===== config.mk =====
export PLATFORM = sky130hd
export DESIGN_NAME = fetch_stage
export DESIGN_NICKNAME = d
export VERILOG_FILES = /design/src/rtl/fetch_stage.sv
export SDC_FILE = /design/constraint.sdc
export NUM_CORES = 1
export LEC_CHECK = 0
export ABC_AREA = 1
export CORE_UTILIZATION = 40
export DETAILED_ROUTE_END_ITERATION = 16
export MAX_ROUTING_LAYER = met4
export PLACE_DENSITY = 0.69
export RECOVER_POWER = 50
export REMOVE_ABC_BUFFERS = 1
export SYNTH_ARGS = -nofsm -noshare
export SYNTH_HDL_FRONTEND = slang
export SYNTH_SLANG_ARGS = --single-unit

===== constraint.sdc =====
create_clock -name clk -period 4.2 [get_ports clk]
set_clock_uncertainty 0.2 [all_clocks]
set_input_delay 0.84 -clock clk [delete_from_list [all_inputs] [get_ports clk]]
set_output_delay 0.84 -clock clk [all_outputs]
set_load 0.005 [all_outputs]

===== src/rtl/fetch_stage.sv =====
// Instruction-fetch stage: program counter, asynchronous instruction-memory address,
// and the IF/ID pipeline register presented to decode through a valid/ready handshake.
// Handles backpressure stalls, redirects (flush), and stopping on a halt opcode.
module fetch_stage #(
    parameter int unsigned     PC_WIDTH          = 32,
    parameter int unsigned     INSTRUCTION_WIDTH = 32,
    parameter logic [PC_WIDTH-1:0]          RESET_PC  = '0,
    parameter logic [INSTRUCTION_WIDTH-1:0] HALT_INSN = 32'h0010_0073,
    parameter int unsigned     CNT_WIDTH         = 32
) (
    input  logic                         clk,
    input  logic                         rstN,
    output logic [PC_WIDTH-1:0]          imem_addr,
    input  logic [INSTRUCTION_WIDTH-1:0] imem_instr,
    input  logic                         redirect_valid,
    input  logic [PC_WIDTH-1:0]          redirect_target,
    output logic                         out_valid,
    input  logic                         out_ready,
    output logic [INSTRUCTION_WIDTH-1:0] out_instr,
    output logic [PC_WIDTH-1:0]          out_pc,
    output logic                         halted,
    output logic [CNT_WIDTH-1:0]         fetch_count
);

    typedef enum logic [1:0] {
        StBoot,
        StRun,
        StHalt
    } state_t;

    state_t                state_q;
    logic [PC_WIDTH-1:0]   pc_q;
    logic [PC_WIDTH-1:0]   pc_plus4;
    logic [PC_WIDTH-1:0]   redirect_pc;
    logic                  capture;
    logic                  is_halt;

    // Next-PC candidates, capture decision and halt-word detection.
    always_comb begin
        pc_plus4    = pc_q + PC_WIDTH'(4);
        // Redirect targets are word aligned; low two bits are ignored.
        redirect_pc = {redirect_target[PC_WIDTH-1:2], 2'b00};
        capture     = (state_q == StRun) && !redirect_valid && (!out_valid || out_ready);
        is_halt     = (imem_instr == HALT_INSN);
        imem_addr   = pc_q;
    end

    // FSM, PC and IF/ID register; redirect beats capture beats drain beats stall.
    always_ff @(posedge clk or negedge rstN) begin
        if (!rstN) begin
            state_q     <= StBoot;
            pc_q        <= RESET_PC;
            out_valid   <= 1'b0;
            out_instr   <= '0;
            out_pc      <= '0;
            halted      <= 1'b0;
            fetch_count <= '0;
        end else if (redirect_valid) begin
            // Flush wins even if decode is accepting this cycle.
            pc_q      <= redirect_pc;
            out_valid <= 1'b0;
            state_q   <= StRun;
            halted    <= 1'b0;
        end else if (capture) begin
            out_instr   <= imem_instr;
            out_pc      <= pc_q;
            out_valid   <= 1'b1;
            fetch_count <= fetch_count + CNT_WIDTH'(1);
            if (is_halt) begin
                // Halt word is forwarded once; the PC parks on it.
                state_q <= StHalt;
                halted  <= 1'b1;
            end else begin
                pc_q <= pc_plus4;
            end
        end else begin
            if (out_valid && out_ready) begin
                out_valid <= 1'b0;
            end
            // Boot lasts exactly one cycle after reset release.
            if (state_q == StBoot) begin
                state_q <= StRun;
            end
        end
    end

endmodule


# [Word-level counts from Yosys, hierarchy flattened]
# Cells that the tools add are included.
[classes] addsub=2 n_eq_ne=4 muxes=13 bitwise=1 reduce_logical=15
[ops] cell="two-way mux 32 bit" count=3
[ops] cell="adder 32 x 1 -> 32 bit (second input constant)" count=1
[ops] cell="adder 32 x 3 -> 32 bit (second input constant)" count=1
[ops] cell="equality test 32 x 21 -> 1 bit (second input constant)" count=1
[ops] cell="two-way mux 2 bit" count=4
[ops] cell="AND reduction 2 bit" count=4
[ops] cell="two-way mux 1 bit" count=6
[ops] cell="nonzero test 3 bit" count=2
[ops] cell="nonzero test 2 bit" count=2
[ops] cell="logical AND 1 bit" count=3
[ops] cell="inequality test 3 x 2 -> 1 bit (second input constant)" count=1
[ops] cell="equality test 2 x 1 -> 1 bit (second input constant)" count=1
[ops] cell="zero test 1 bit" count=2
[ops] cell="zero test 2 bit" count=1
[ops] cell="inequality test 2 bit (second input constant)" count=1
[ops] cell="logical OR 1 bit" count=1
[ops] cell="NOT 1 bit" count=1
[totals] ff_bits=132 in_bits=68 out_inout_bits=130 wordCells=42

# [Longest topological paths before layout]
# Gate-level depths: netlist of run 1.
[depth] depth_word=5 mapped_depth=12 ltp_nobuf=11

# [Least setup slack after synthesis of run 1]
# OpenSTA, ideal clock, no wires.
[synth_timing] kind="input to register" start="input imem_instr[2]" end="register pc_q[15], in the netlist imem_addr[15]" setup_time_ns=0.126 arrival_time_ns=1.696 t_required_ns=3.874 path_slack_ns=2.178 path_stages=11 n_path_buf=1 cell_sequence="inv_1 > nand2_1 > nor2_1 > nand2_1 > nor2_1 > nand2_1 > nand2_2 > nand2_4 > buf_2 > nand2_1 > o21ai_0"
[synth_via] elab_chain_cells=3
[synth_rtl] element="start, declared" line="14" rtl="input logic [INSTRUCTION_WIDTH-1:0] imem_instr,"
[synth_rtl] element="equality test 32 x 21 -> 1 bit" line="44" rtl="is_halt = (imem_instr == HALT_INSN);"
[synth_rtl] element="inequality test 2 bit (no line)"
[synth_rtl] element="AND reduction 2 bit (no line)"
[synth_rtl] element="end signal, assigned" line="60" rtl="pc_q <= redirect_pc;"
[synth_rtl] element="end signal, assigned" line="74" rtl="pc_q <= pc_plus4;"
[synth_rtl] element="end, declared" line="32" rtl="logic [PC_WIDTH-1:0] pc_q;"
# Every way passes these cells.
# A chain may end at the register's enable or synchronous reset.

# [Worst setup path in the final report of run 1]
[layout_timing] start="input out_ready" end="register pc_q[20], in the netlist imem_addr[20]"
[layout_via] elab_chain_cells=4
[layout_rtl] element="start, declared" line="18" rtl="input logic out_ready,"
[layout_rtl] element="logical OR 1 bit" line="43" rtl="capture = (state_q == StRun) && !redirect_valid && (!out_valid || out_ready);"
[layout_rtl] element="logical AND 1 bit" line="43"
[layout_rtl] element="nonzero test 2 bit (no line)"
[layout_rtl] element="AND reduction 2 bit (no line)"
# Every way passes these cells.

==> results of run 1 <==
==> registers in the layout (all words and copies together), names as in the netlist <==
signal       cells
imem_addr       30
out_valid        1
halted           1
out_pc          30
out_instr       32
state_q          2
fetch_count     32
==> cell usage after synthesis <==
master    number
nand4_2        2
nand2_2        4
xnor2_1        9
inv_1         84
nor3_1         5
a21oi_1        1
buf_1          3
a31oi_1        5
buf_4          5
nand3_4        2
conb_1         1
nor2_1        97
nor2_2         6
nor2_4         5
o21ai_0       63
nand2_1      397
nor3_2         5
o21ai_1        2
or2_2         10
xor2_1        12
nand3_1       67
nand2_4        1
buf_2         13
dfrtp_1      128
nand3_2        4
clkinv_2       1
nand3b_1       3
clkbuf_1       9
ha_1           2
nand4_1       12
inv_2          4
buf_6          1
==> area by class of cell <==
cell class	count	share of cell area, %
Tap cell	220	2.873
Antenna cell	1	0.02612
Clock inverter	5	0.8097
Timing Repair Buffer	198	20.37
Multi-Input combinational cell	718	33.77
Inverter	89	3.500
Clock buffer	26	5.211
Sequential cell	128	33.43
==> per-stage QoR <==
step                total power, mW  hold slack, ns  instance area, um2  utilization (%)  worst slack, ns
floorplan                     2.120          0.2676                6779                -           0.6945
global placement              2.874          0.2604                9020            53.82           0.5243
detailed placement            2.891          0.2668                9020            53.82           0.5404
CTS                           4.372          0.2790                9597            57.26           0.9654
global route                  4.516          0.2931                9580            57.16           0.3804
finish                        4.272          0.2642                9580            57.16           0.8665
==> worst max-delay path by stage <==
stage / start / to
detailed placement: redirect_valid / imem_addr[20]
finish: out_ready / imem_addr[20]
global placement: redirect_valid / imem_addr[26]
global route: rstN / imem_addr[24]
floorplan: redirect_valid / imem_addr[26]
CTS: redirect_valid / imem_addr[20]
==> report_power, final <==
group | total, mW | switching, mW | internal, mW
clock | 1.46 | 0.523 | 0.932
sequential | 1.72 | 0.243 | 1.48
combinational | 1.09 | 0.511 | 0.583
total | 4.27 | 1.28 | 2.99
==> kinds of logic (layout without fill, tap and decap cells) <==
| logic type | Yosys count | in the layout |
|---|---|---|
| other | 1 | 5 |
| buffers and inverters | 120 | 318 |
| XOR/XNOR | 21 | 21 |
| AO/OA/AOI/OAI | 71 | 71 |
| AND/OR/NAND/NOR | 620 | 620 |
| adder cells (fa/ha/maj) | 2 | 2 |
| flip-flops | 128 | 128 |
==> routing by layer <==
layer  vias to the layer above  global-route usage, %  routed length (um)
met5                         -                      -                   0
met4                         0                  7.513                 238
met3                        20                  5.670                1281
met2                       190                  37.53                9353
met1                      3050                  30.71                8994
li1                       3386                      -                   -
==> flow_summary.json, run 1 <==
{
  "min_period_over_period_pct": 79.37,
  "ys_ff_latch": 128,
  "gr-total-overflow": 0,
  "synth_top_family_by_area": "simple AND/OR/NAND/NOR gates",
  "violations": "max-capacitance violations, max-slew violations",
  "cts_hold_buf": 0,
  "place_inst": 1353,
  "fp.dieW_um": 133.6,
  "htreeDepth": 4,
  "cts_buffers": 17,
  "critPathKind": "in2reg",
  "path_cells": "dlygate4sd3_1, inv_1, nand2_1, nand3_4, clkinv_2, nand2_2, nand2_4, inv_2, nand2_1, nand2_1",
  "drive_above_1_share_pct": 6.443,
  "drt-total-wl_um": 19870,
  "grt_pass1_wl_um": 32260,
  "r2r_cells": 8,
  "syn_to_final_growth_pct": 38.31,
  "avgSynthCellArea_um2": 7.193,
  "syn_inst": 963,
  "max_stage_delay_ns": 0.58,
  "multi_input_area_mm2": 0.003236,
  "cp.depth": 10,
  "reg2reg_to": "imem_addr[20]",
  "vias_per_cell": 4.799,
  "row_count": 47,
  "muxShareOfSynthArea_pct": 0,
  "regArea_mm2": 0.003203,
  "critical_path.top_delay_family": "buffers and inverters",
  "drt_iter0_drc": 375,
  "vias": 6646,
  "cts_buffer_depth": 2,
  "netlist_area_mm2": 0.006927,
  "min_period_ns": 3.334,
  "core-area_mm2": 0.01676,
  "setup_tns_ns": 0,
  "ys_warn_count": 0,
  "worstSetupEndpointType": "flip-flop",
  "io_pins": 198,
  "place_hpwl_um": 14470,
  "yosys.area_share.simple_pct": 38.33,
  "yosysTopAreaCell": "dfrtp_1",
  "r2r-start": "out_valid",
  "synth_top_area_share_pct": 46.24,
  "wire_per_inst_um": 14.34,
  "crit_top_cell": "nand2_1",
  "setup_viol": 0,
  "clk_pin_slew_worst_paths_ns": 0.05,
  "final_cell_mix": "397 x nand2_1, 138 x clkdlybuf4s50_1, 128 x dfrtp_1",
  "startpoint_type": "input port",
  "die_y_um": 133.6,
  "critPathRequiredTime_ns": 4.35,
  "rsz0062_at_grt": "false",
  "final_common_cell": "nand2_1",
  "synth_cell_types": 32,
  "min_path_type": "reg2reg",
  "hold_path_end": "fetch_count[31]",
  "synth_area_leaders": "dfrtp_1 46%, nand2_1 22%, nor2_1 5.3%",
  "relSlewSlack_pct": -59.13,
  "grt_pass1_vias": 6353,
  "fill_cells": 1640,
  "root_buffer": "clkbuf_16",
  "synth-compound-area-share_pct": 5.220,
  "clock.fmax_mhz": 300.0,
  "min_from": "fetch_count[31]",
  "p_per_area_mw_per_mm2": 445.9,
  "outcome": "complete, but fails checks",
  "yosys.area_share.xor_xnor_pct": 2.655,
  "dieArea_mm2": 0.01785,
  "post-cts-setup-buffers": 0,
  "ys_seq_area_share_pct": 46.24,
  "rrSetupSlack_ns": 1.58,
  "cp_max_fo": 44,
  "groute.usage.overall_pct": 24.00,
  "firstDrtPassIters": 5,
  "cellLeakagePower_nw": 4.507,
  "worst_ir_drop_vdd_mv": 0.3263,
  "cts_resized": 0,
  "grt_max_degree": 95,
  "antenna_found_initial": 1,
  "ant_nets": 0,
  "gp_congestion": 0.9330,
  "tightestPinTransition_ns": 2.387,
  "insertion_delay_ns": 0.41,
  "cts_tree": "yes",
  "final_cell_count_no_fill": 1385,
  "drc": 0,
  "final_hold_viol_count": 0,
  "critPathSlowestCell": "dlygate4sd3_1",
  "drv_slew": 95,
  "initial_core_util_pct": 41.33,
  "path_buf_inv": 4,
  "arrival_ns": 3.48,
  "maxCapViolCount": 1,
  "fin_nets": 1222,
  "holdPathStages": 1,
  "synth_fa_ha_area_share_pct": 0.3613,
  "clock_sinks": 128,
  "portBuffers": 191
}
Power figures use the tool's default switching activity.
==> run 2, diff against run 1 <==
clock period = 3.4 ns   (was 4.2 ns; I/O delays follow)
==> flow_summary.json, run 2 (synthesis gave the netlist of run 1 again) <==
{
  "outcome": "complete, but fails checks",
  "violations": "max-capacitance violations, max-slew violations",
  "vias_per_cell": 4.857,
  "post-cts-setup-buffers": 0,
  "path_cells": "dlygate4sd3_1, inv_1, nand2_1, nand3_4, clkbuf_4, o21ai_0",
  "wire_per_inst_um": 14.29,
  "reg_top3": "fetch_count (32), out_instr (32)",
  "relSlewSlack_pct": -12.84,
  "core-area_mm2": 0.01676,
  "cts_tree": "yes",
  "drt-total-wl_um": 19800,
  "max_stage_delay_ns": 0.79,
  "cellLeakagePower_nw": 4.440,
  "drive_above_1_share_pct": 6.695,
  "cp_max_fo": 102,
  "clk_pin_slew_worst_paths_ns": 0.06,
  "clock_sinks": 128,
  "critPathSlowestCell": "clkbuf_4",
  "path_buf_inv": 3,
  "setup_viol": 0,
  "row_count": 47,
  "firstDrtPassIters": 5,
  "cts_buffer_depth": 2,
  "p_per_area_mw_per_mm2": 552.3,
  "drt_iter0_drc": 424,
  "ant_nets": 0,
  "critPathRequiredTime_ns": 3.45,
  "final_cell_mix": "398 x nand2_1, 183 x clkdlybuf4s50_1, 128 x dfrtp_1",
  "grt_max_degree": 103,
  "drc": 0,
  "rsz0062_at_grt": "false",
  "vias": 6727,
  "worst_ir_drop_vdd_mv": 0.4149,
  "arrival_ns": 2.75,
  "min_period_ns": 2.698,
  "grt_pass1_wl_um": 32520,
  "portBuffers": 191,
  "startpoint_type": "input port",
  "gr-total-overflow": 0,
  "fp.dieW_um": 133.6,
  "grt_pass1_vias": 6437,
  "cts_buffers": 17,
  "hold_slack_ns": 0.2673,
  "fin_nets": 1223,
  "io_pins": 198,
  "worstSetupEndpointType": "flip-flop",
  "setup_tns_ns": 0,
  "gp_congestion": 0.8903,
  "place_hpwl_um": 14550,
  "dieArea_mm2": 0.01785,
  "insertion_delay_ns": 0.42,
  "drv_slew": 64,
  "min_path_type": "reg2reg",
  "initial_core_util_pct": 41.33,
  "cts_resized": 0,
  "place_ws_ns": 0.4254,
  "critPathKind": "in2reg",
  "diodes": 0,
  "maxCapViolCount": 1,
  "clock.fmax_mhz": 370.6,
  "groute.usage.overall_pct": 24.16,
  "die_y_um": 133.6,
  "root_buffer": "clkbuf_16",
  "syn_to_final_growth_pct": 38.37,
  "cts_hold_buf": 0,
  "min_period_over_period_pct": 79.35,
  "tightestPinTransition_ns": 1.693,
  "final_common_cell": "nand2_1",
  "setup_slack_ns": 0.7020,
  "critical_path.top_delay_family": "buffers and inverters",
  "htreeDepth": 4,
  "final_hold_viol_count": 0,
  "antenna_found_initial": 0
}
run 2: cell count changes in the layout (fill, tap and decap cells not counted), sizes merged:
cell	previous run	this run
clkdlybuf4s50	138	183
clkinv	3	5
clkinvlp	1	4
diode	1	0
clkbuf	29	25
dlygate4sd3	52	7
run 2: layout make-up:
cell class                      instances  area [um2]
Timing Repair Buffer                  199        1973
Inverter                               89       335.3
Fill cell                            1593        7176
Multi-Input combinational cell        718        3233
Clock buffer                           21       450.4
Clock inverter                         10       113.9
Tap cell                              220       275.3
Sequential cell                       128        3203
run 2: metal layers:
layer  GRT usage (%)  share of wire, %  vias to the layer above
met1           30.95                46                     3105
met5               -                 0                        -
met3           6.050               6.7                       32
met2           36.86                45                      207
li1                -                 -                     3383
met4           8.838               2.2                        0
run 2: power breakdown:
group | internal [mW] | total (mW) | leakage (nW) | switching, mW
sequential | 1.83 | 2.13 | 1.61 | 0.305
clock | 1.09 | 1.76 | 0.265 | 0.668
combinational | 0.776 | 1.40 | 2.57 | 0.628
total | 3.69 | 5.29 | 4.44 | 1.60
run 2: worst reg2reg max path: cells and delay by family (launching register included):
kind	cells	cell delay [ns]
compound gates	1	0.31
buf+inv	2	0.86
flops	1	0.40
simple gates	2	0.20
run 2: worst paths after layout:
path,end,start,cells after the start,slack [ns]
min in group asynchronous,fetch_count[8],rstN,1,0.51
worst min register to register,fetch_count[31],fetch_count[31],1,0.27
worst max-delay path,out_instr[7],out_ready,6,0.70
worst max register to register,out_instr[7],state_q[0],5,1.27
max in group asynchronous,imem_addr[26],rstN,2,1.38
worst min-delay path,fetch_count[31],fetch_count[31],1,0.27
run 2: per-stage QoR:
step           instances  area (um2)  power (mW)  utilization [%]
3_5_place_dp        1354        9052       3.578            54.01
3_3_place_gp        1354        9052       3.558            54.01
4_1_cts             1385        9617       5.366            57.38
5_1_grt             1385        9584       5.610            57.19
2_1_floorplan        935        6779       2.618                -
6_report            1385        9584       5.293            57.19
==> run 3, diff against run 2 <==
clock period = 2.8 ns   (was 3.4 ns; I/O delays follow)
==> flow_summary.json, run 3 (synthesis gave the netlist of run 1 again) <==
{
  "outcome": "finished clean",
  "grt_pass1_vias": 6353,
  "post-cts-setup-buffers": 0,
  "place_inst": 1356,
  "ant_nets": 0,
  "core-area_mm2": 0.01676,
  "min_period_over_period_pct": 84.26,
  "total_power_mw": 6.482,
  "relSlewSlack_pct": 30.93,
  "cts_tree": "yes",
  "final_hold_viol_count": 0,
  "clk_pin_slew_worst_paths_ns": 0.06,
  "final_cell_mix": "399 x nand2_1, 189 x clkdlybuf4s50_1, 128 x dfrtp_1",
  "htreeDepth": 4,
  "fin_util_pct": 57.44,
  "final_cell_count_no_fill": 1391,
  "firstDrtPassIters": 5,
  "groute.usage.overall_pct": 24.02,
  "startpoint_type": "input port",
  "io_pins": 198,
  "critPathKind": "in2reg",
  "syn_to_final_growth_pct": 38.98,
  "grt_max_degree": 83,
  "critPathRequiredTime_ns": 2.96,
  "regArea_mm2": 0.003203,
  "fp.dieW_um": 133.6,
  "root_buffer": "clkbuf_16",
  "final_common_cell": "nand2_1",
  "drt-total-wl_um": 19950,
  "cts_buffer_depth": 2,
  "fin_nets": 1226,
  "drt_iter0_drc": 353,
  "initial_core_util_pct": 41.33,
  "worstSetupEndpointType": "flip-flop",
  "gr-total-overflow": 0,
  "clock.fmax_mhz": 423.8,
  "vias_per_cell": 4.840,
  "grt_pass1_wl_um": 32440,
  "cp_max_fo": 13,
  "min_period_ns": 2.359,
  "rsz0062_at_grt": "false",
  "p_per_area_mw_per_mm2": 673.3,
  "cts_buffers": 17,
  "multi_input_area_mm2": 0.003203,
  "row_count": 47,
  "place_hpwl_um": 14600,
  "dieArea_mm2": 0.01785,
  "wire_per_inst_um": 14.34,
  "vias": 6732,
  "maxCapViolCount": 0,
  "insertion_delay_ns": 0.42,
  "clock_sinks": 128,
  "drive_above_1_share_pct": 6.245,
  "portBuffers": 191,
  "antenna_found_initial": 2,
  "min_path_type": "reg2reg",
  "setup_viol": 0,
  "fill_cells": 1575,
  "die_y_um": 133.6,
  "tightestPinTransition_ns": 1.036,
  "drv_slew": 0,
  "reg_top3": "fetch_count (32), out_instr (32)",
  "worst_ir_drop_vdd_mv": 0.4809,
  "arrival_ns": 2.52,
  "cellLeakagePower_nw": 4.476,
  "gp_congestion": 0.8816,
  "drc": 0
}
-- run 3: worst max-delay path, stage by stage --
cell and delay [ns]:
dlygate4sd3_1 0.64, inv_1 0.12, nand3_1 0.18, clkinv_2 0.24, nand2_1 0.26, nand2_4 0.08, inv_2 0.24, nand2_1 0.10
nand2_1 0.08
-- run 3: path summary, 6_finish.rpt --
kind,startpoint,endpoint,slack (ns),cells after the start
worst max-delay path,redirect_valid,imem_addr[19],0.44,9
worst min-delay path,fetch_count[31],fetch_count[31],0.27,1
worst max register to register,imem_addr[2],imem_addr[14],0.82,10
worst min register to register,fetch_count[31],fetch_count[31],0.27,1
max in group asynchronous,rstN,fetch_count[15],0.58,3
min in group asynchronous,rstN,fetch_count[3],0.69,2
-- run 3: cell type report --
type                    count  area share, %
diodes                      2        0.05199
multi-input cells         718          33.27
clock inverters             6         0.8318
repair buffers            202          21.15
well taps                 220          2.859
clock buffers              26          5.082
inverters                  89          3.483
flip-flops and latches    128          33.27
-- run 3: power breakdown --
part	switching [mW]	internal, mW
Combinational	0.765	0.963
Clock	0.788	1.38
Sequential	0.371	2.22
-- run 3: repair_timing --
action / 4_1_cts / 5_1_grt
hold buffers: 1 / 0
resized for setup: 0 / 0
hold endpoints to repair: 35 / 0
-- run 3: per-layer routing --
layer | vias up | global-route usage [%] | wire length, um | part of all wire (%)
met5 | - | - | 0 | 0
met4 | 0 | 9.470 | 410 | 2.1
met3 | 27 | 4.680 | 1109 | 5.6
met2 | 199 | 37.01 | 9253 | 46
met1 | 3120 | 31.09 | 9179 | 46
li1 | 3386 | - | - | -
-- run 3: through the flow --
step                hold WS [ns]  setup WS, ns  instance area [um2]  TNS [ns]
finish                    0.2693        0.4407                 9627         0
global route              0.2856        0.2732                 9627         0
CTS                       0.2775        0.5073                 9672         0
detailed placement        0.2656        0.2344                 9092         0
global placement          0.2613        0.2608                 9092         0
floorplan                0.06441       -0.4255                 6779    -12.68
==> edit 1, RTL diff (config.mk and constraints of run 2) <==
Encoding of `state_t`: now one-hot (3 bits for 3 states).
--- a/src/rtl/fetch_stage.sv
+++ b/src/rtl/fetch_stage.sv
@@ -23,8 +23,8 @@
 );
 
-    typedef enum logic [1:0] {
-        StBoot,
-        StRun,
-        StHalt
+    typedef enum logic [2:0] {
+        StBoot = 3'b001,
+        StRun  = 3'b010,
+        StHalt = 3'b100
     } state_t;
 
Behaviour: same outputs for any inputs over 4 cycles, from zero or initial values and one cycle with rstN low; so few cycles prove little.
==> edit 1 against run 2 <==
  * The flow finishes with violations (hold timing, capacitance limit, slew limit)
  * Sequential cell count is 1 higher
  * Largest cell class is now flip-flops and latches
  * Hold slack got worse by 270 ps
  * Design area barely moved
  * Worst setup slack got worse by 170 ps
  * Wire length fell by 1.5%
  * Global-route usage is 0.77 points lower
  * Via count decreased by 0.88%
  * Combinational power down 9%
  * Total power down 0.56%
  * Area after synthesis is 0.31% lower
  * Core utilization up 0.19 points
  * Non-clock buffer count grew 1
==> edit 1: results (changes against run 2) <==
[global_route]
grt_pass1_vias = 6299  ; -2.1%
antenna_found_initial = 0  ; unchanged
grt_pass1_wl_um = 31600  ; -2.8%
grt_max_degree = 71  ; -31%
grtUsageTotal = 0.234  ; -0.00774

[yosys]
ys.flop_type = dfrtp_1
ys_seq_area_frac = 0.468  ; +0.00523
ys_warn_count = 0  ; unchanged
synthTopCellsByArea = dfrtp_1, nand2_1, inv_1
synth_cell_types = 31  ; -3.1%
netlist_top_cells_count = nand2_1, dfrtp_1, inv_1
synthArstFlopShare = 1.00  ; unchanged

[placement]
io_buffers = 191  ; unchanged
gp_congestion = 0.922  ; +3.6%
dpl_worst_slack_ps = 459  ; +33.9 ps
dpl_cell_area_um2 = 9000  ; -0.57%
dp_hpwl_um = 14200  ; -2.5%

[timing]
drv_slew = 35  ; -45%
whs_ps = -2.76  ; -270 ps
tightest_slew_ps = 1880  ; +189 ps
hold_viol_final = 8  ; +8

[route]
drt-vias-per-instance = 4.85  ; about the same
wirelength_um = 19500  ; -1.5%
dr.pass1.iters = 5  ; unchanged
drt_iter0_markers = 518  ; +22%

[pwr]
power.density_nw_per_um2 = 549  ; -0.55%
intPower_mw = 3.77  ; +2.1%
combinationalPower_mw = 1.27  ; -9%
p_leak_nw = 4.44  ; -0.11%
peakVddDrop_mv = 0.395  ; -4.7%
seq_power_share = 0.391  ; -0.012

[clocking]
cts_setup_buffers = 0  ; unchanged
clkSlewWorstSetupHoldPaths_ps = 50
cts_buffers = 17  ; unchanged
ctsHtreeMaxLevel = 4  ; unchanged
cts_root_buffer = clkbuf_16
cts_resized = 0  ; unchanged
cts_max_path_buffers = 2  ; unchanged

[setup_path]
reg2reg_to = state_q[2]$_DFFE_PN0P_
cp.arrival_ps = 3020  ; +270 ps
critical_path.top_delay_family = buffers and inverters
critical_path_peak_fanout = 21  ; -79%
ff2ff_path_depth = 8  ; +3
critPathLaunch = redirect_valid
slowest_delay_ps = 850  ; +60 ps
r2r_slack_ps = 960  ; -310 ps
cp_slowest_cell = clkbuf_1
r2r_start = state_q[0]$_DFFE_PN1P_

[cells_and_area]
drive_gt1_frac = 0.0555  ; -0.0115
largestRegisters = fetch_count (32), out_instr (32)
diodes = 0  ; unchanged
finalNetCount = 1214  ; -0.74%
fillers = 1558  ; -2.2%

[status]
violations = hold timing, capacitance limit, slew limit
outcome = finished, violations left

[hold_path]
worstHoldPathType = in -> async

[job]
drv_cap = 1  ; unchanged

-- edit 1: cell count changes after synthesis, moves of 5 or more --
cell     delta
nor2_1      -5
nor3_1      +7
nand2_1    -33
inv_1       +9
o21ai_1    +17
o21ai_0     +6
-- edit 1: logic make-up after synthesis --
logic type                 share of synthesized area
AOI/OAI and AO/OA                             0.0701
xor gates and xnor gates                      0.0266
adders and majority gates                    0.00362
buffers and inverters                         0.0794
DFF                                            0.468
other                                       0.000543
and+or+nand+nor                                0.352
-- edit 1: final cells by class --
| type | instances | area (µm²) | area share |
|---|---|---|---|
| tap | 220 | 275 | 0.0287 |
| sequential | 129 | 3230 | 0.337 |
| clock buffer | 23 | 478 | 0.0499 |
| inverter | 97 | 364 | 0.0380 |
| timing repair buffer | 200 | 1970 | 0.206 |
| clock inverter | 6 | 130 | 0.0136 |
| multi-input combinational | 699 | 3130 | 0.327 |
-- edit 1: worst max path at each step --
stage / cells after the start / to / slack (ps)
2_1_floorplan: 7 / imem_addr[22]$_DFFE_PN0P_ / -80
3_3_place_gp: 10 / imem_addr[24]$_DFFE_PN0P_ / 500
3_5_place_dp: 11 / imem_addr[17]$_DFFE_PN0P_ / 460
4_1_cts: 10 / imem_addr[17]$_DFFE_PN0P_ / 890
5_1_grt: 7 / halted$_DFFE_PN0P_ / 350
6_report: 7 / state_q[2]$_DFFE_PN0P_ / 530
-- edit 1: routing by layer --
metal  up-vias  GRT usage  wire, µm  part of all wire
met5         -          -         0                 0
met4         0     0.0764       359             0.018
met3        29     0.0537      1300             0.067
met2       239      0.361      8810              0.45
met1      3047      0.303      9030              0.46
li1       3353          -         -                 -
-- edit 1: through the flow --
step | cells | TNS (ps)
after floorplan | 925 | -1910
after global placement | 1345 | 0
after detailed placement | 1345 | 0
after CTS | 1374 | 0
after global routing | 1374 | 0
final | 1374 | 0
==> edit 2, RTL diff (flow settings as in run 2) <==
Made on the original files. Set the parameter `PC_WIDTH` to 24 (it was 32).
--- a/src/rtl/fetch_stage.sv
+++ b/src/rtl/fetch_stage.sv
@@ -3,5 +3,5 @@
 // Handles backpressure stalls, redirects (flush), and stopping on a halt opcode.
 module fetch_stage #(
-    parameter int unsigned     PC_WIDTH          = 32,
+    parameter int unsigned     PC_WIDTH          = 24,
     parameter int unsigned     INSTRUCTION_WIDTH = 32,
     parameter logic [PC_WIDTH-1:0]          RESET_PC  = '0,
Ports: changed (resized imem_addr, out_pc and redirect_target); port bits go from 198 to 174. The function was not compared with the original's and may differ.
==> edit 2 against run 2 <==
  * The flow still finishes with violations (capacitance limit, slew limit)
  * Area after synthesis fell by 15%
  * Largest cell class is now flip-flops and latches
  * First-iteration DRC count decreased by 39%
  * Cell count decreased by 18%
  * Sequential cell count is 16 lower
  * Total power shrank 23%
  * Largest power group unchanged
  * Sequential power shrank 15%
  * Wire length is 24% lower
  * Worst setup slack worse by 59 ps
  * Design area decreased by 17%
  * Hold slack better by 13 ps
  * Critical endpoint is now imem_addr[14]$_DFFE_PN0P_
  * Die area down 15%
==> edit 2: results (changes against run 2) <==
[global_route]
use_met3 = 0.0489  ; -0.0116
grtUsageTotal = 0.214  ; -0.0277
met1_usage = 0.269  ; -0.0404

[setup_path]
cp.arrival_ps = 2770  ; +20 ps
cp-endpoint = imem_addr[14]$_DFFE_PN0P_
critical_path_peak_fanout = 35  ; -66%
r2r_slack_ps = 1020  ; -250 ps
r2r_start = state_q[1]$_DFFE_PN0P_
ff2ff_path_depth = 6  ; +1

[cells_and_area]
multi_input_area_share = 0.326  ; -0.0109
seq-cell-share = 0.351  ; +0.0167
nonClkBufAreaFrac = 0.216  ; +0.0104
finalNetCount = 1019  ; -17%
nClkBuffers = 9  ; -57%
clk_share = 0.0378  ; -0.0211
inverters = 86  ; -3.4%
design.seq.count = 112  ; -13%
drive_gt1_frac = 0.0426  ; -0.0243

[route]
met1_length_um = 6860  ; -24%
routedWlPerCell_um = 13.2  ; -7.7%
routed-wl-met2_um = 7240  ; -19%
met3_wirelength_um = 877  ; -34%
wirelength_um = 15100  ; -24%
drt-vias-per-instance = 4.76  ; -1.9%

[yosys]
netlist_top_cells_count = nand2_1, dfrtp_1, inv_1
ys_seq_area_frac = 0.477  ; +0.0145
synth_cells = 799  ; -17%
synthTopCellsByArea = dfrtp_1, nand2_1, o21ai_0

[clocking]
ctsHtreeMaxLevel = 3  ; -1
clock_latency_ps = 350  ; -70 ps

[hold_path]
hold_path_end = out_instr[6]$_DFFE_PN0P_
hold_depth = 2  ; +1
hold_start = out_instr[6]$_DFFE_PN0P_

[pwr]
p_leak_nw = 3.72  ; -16%
peakVddDrop_mv = 0.281  ; -32%

[placement]
dpl_worst_slack_ps = 533  ; +107 ps
io_buffers = 167  ; -13%

[job]
drv_cap = 1  ; unchanged

[timing]
drv_slew = 40  ; -38%
tightest_slew_ps = 2280  ; +586 ps
setup_slack_ps = 643  ; -59.0 ps

[status]
violations = capacitance limit, slew limit
outcome = finished, violations left

-- edit 2: through the flow --
step	util	instance area, µm²	hold WS, ps
floorplan	-	5750	184
CTS	0.568	8000	110
finish	0.567	7990	280
global route	0.567	7990	290
detailed placement	0.546	7700	268
global placement	0.546	7700	263
-- edit 2: power breakdown --
group          switching, mW  total, mW  internal [mW]
Clock                  0.506       1.09          0.580
Sequential             0.237       1.82           1.59
Combinational          0.491       1.15          0.655
Total                   1.23       4.06           2.82
-- edit 2: cells by family after synthesis --
group | after synthesis | synth area share
AND/OR/NAND/NOR | 475 | 0.345
XOR/XNOR | 20 | 0.0298
flip-flops | 112 | 0.477
buffers and inverters | 114 | 0.0792
other | 1 | 0.000638
adder cells (fa/ha/maj) | 2 | 0.00426
AO/OA/AOI/OAI | 75 | 0.0643
-- edit 2: critical path, stage by stage --
cell and delay [ps]:
clkdlybuf4s50_1 450, inv_1 40, nand2_1 90, nand3_1 150, inv_1 490, nand2_2 340, nand2_4 390, o21ai_0 140
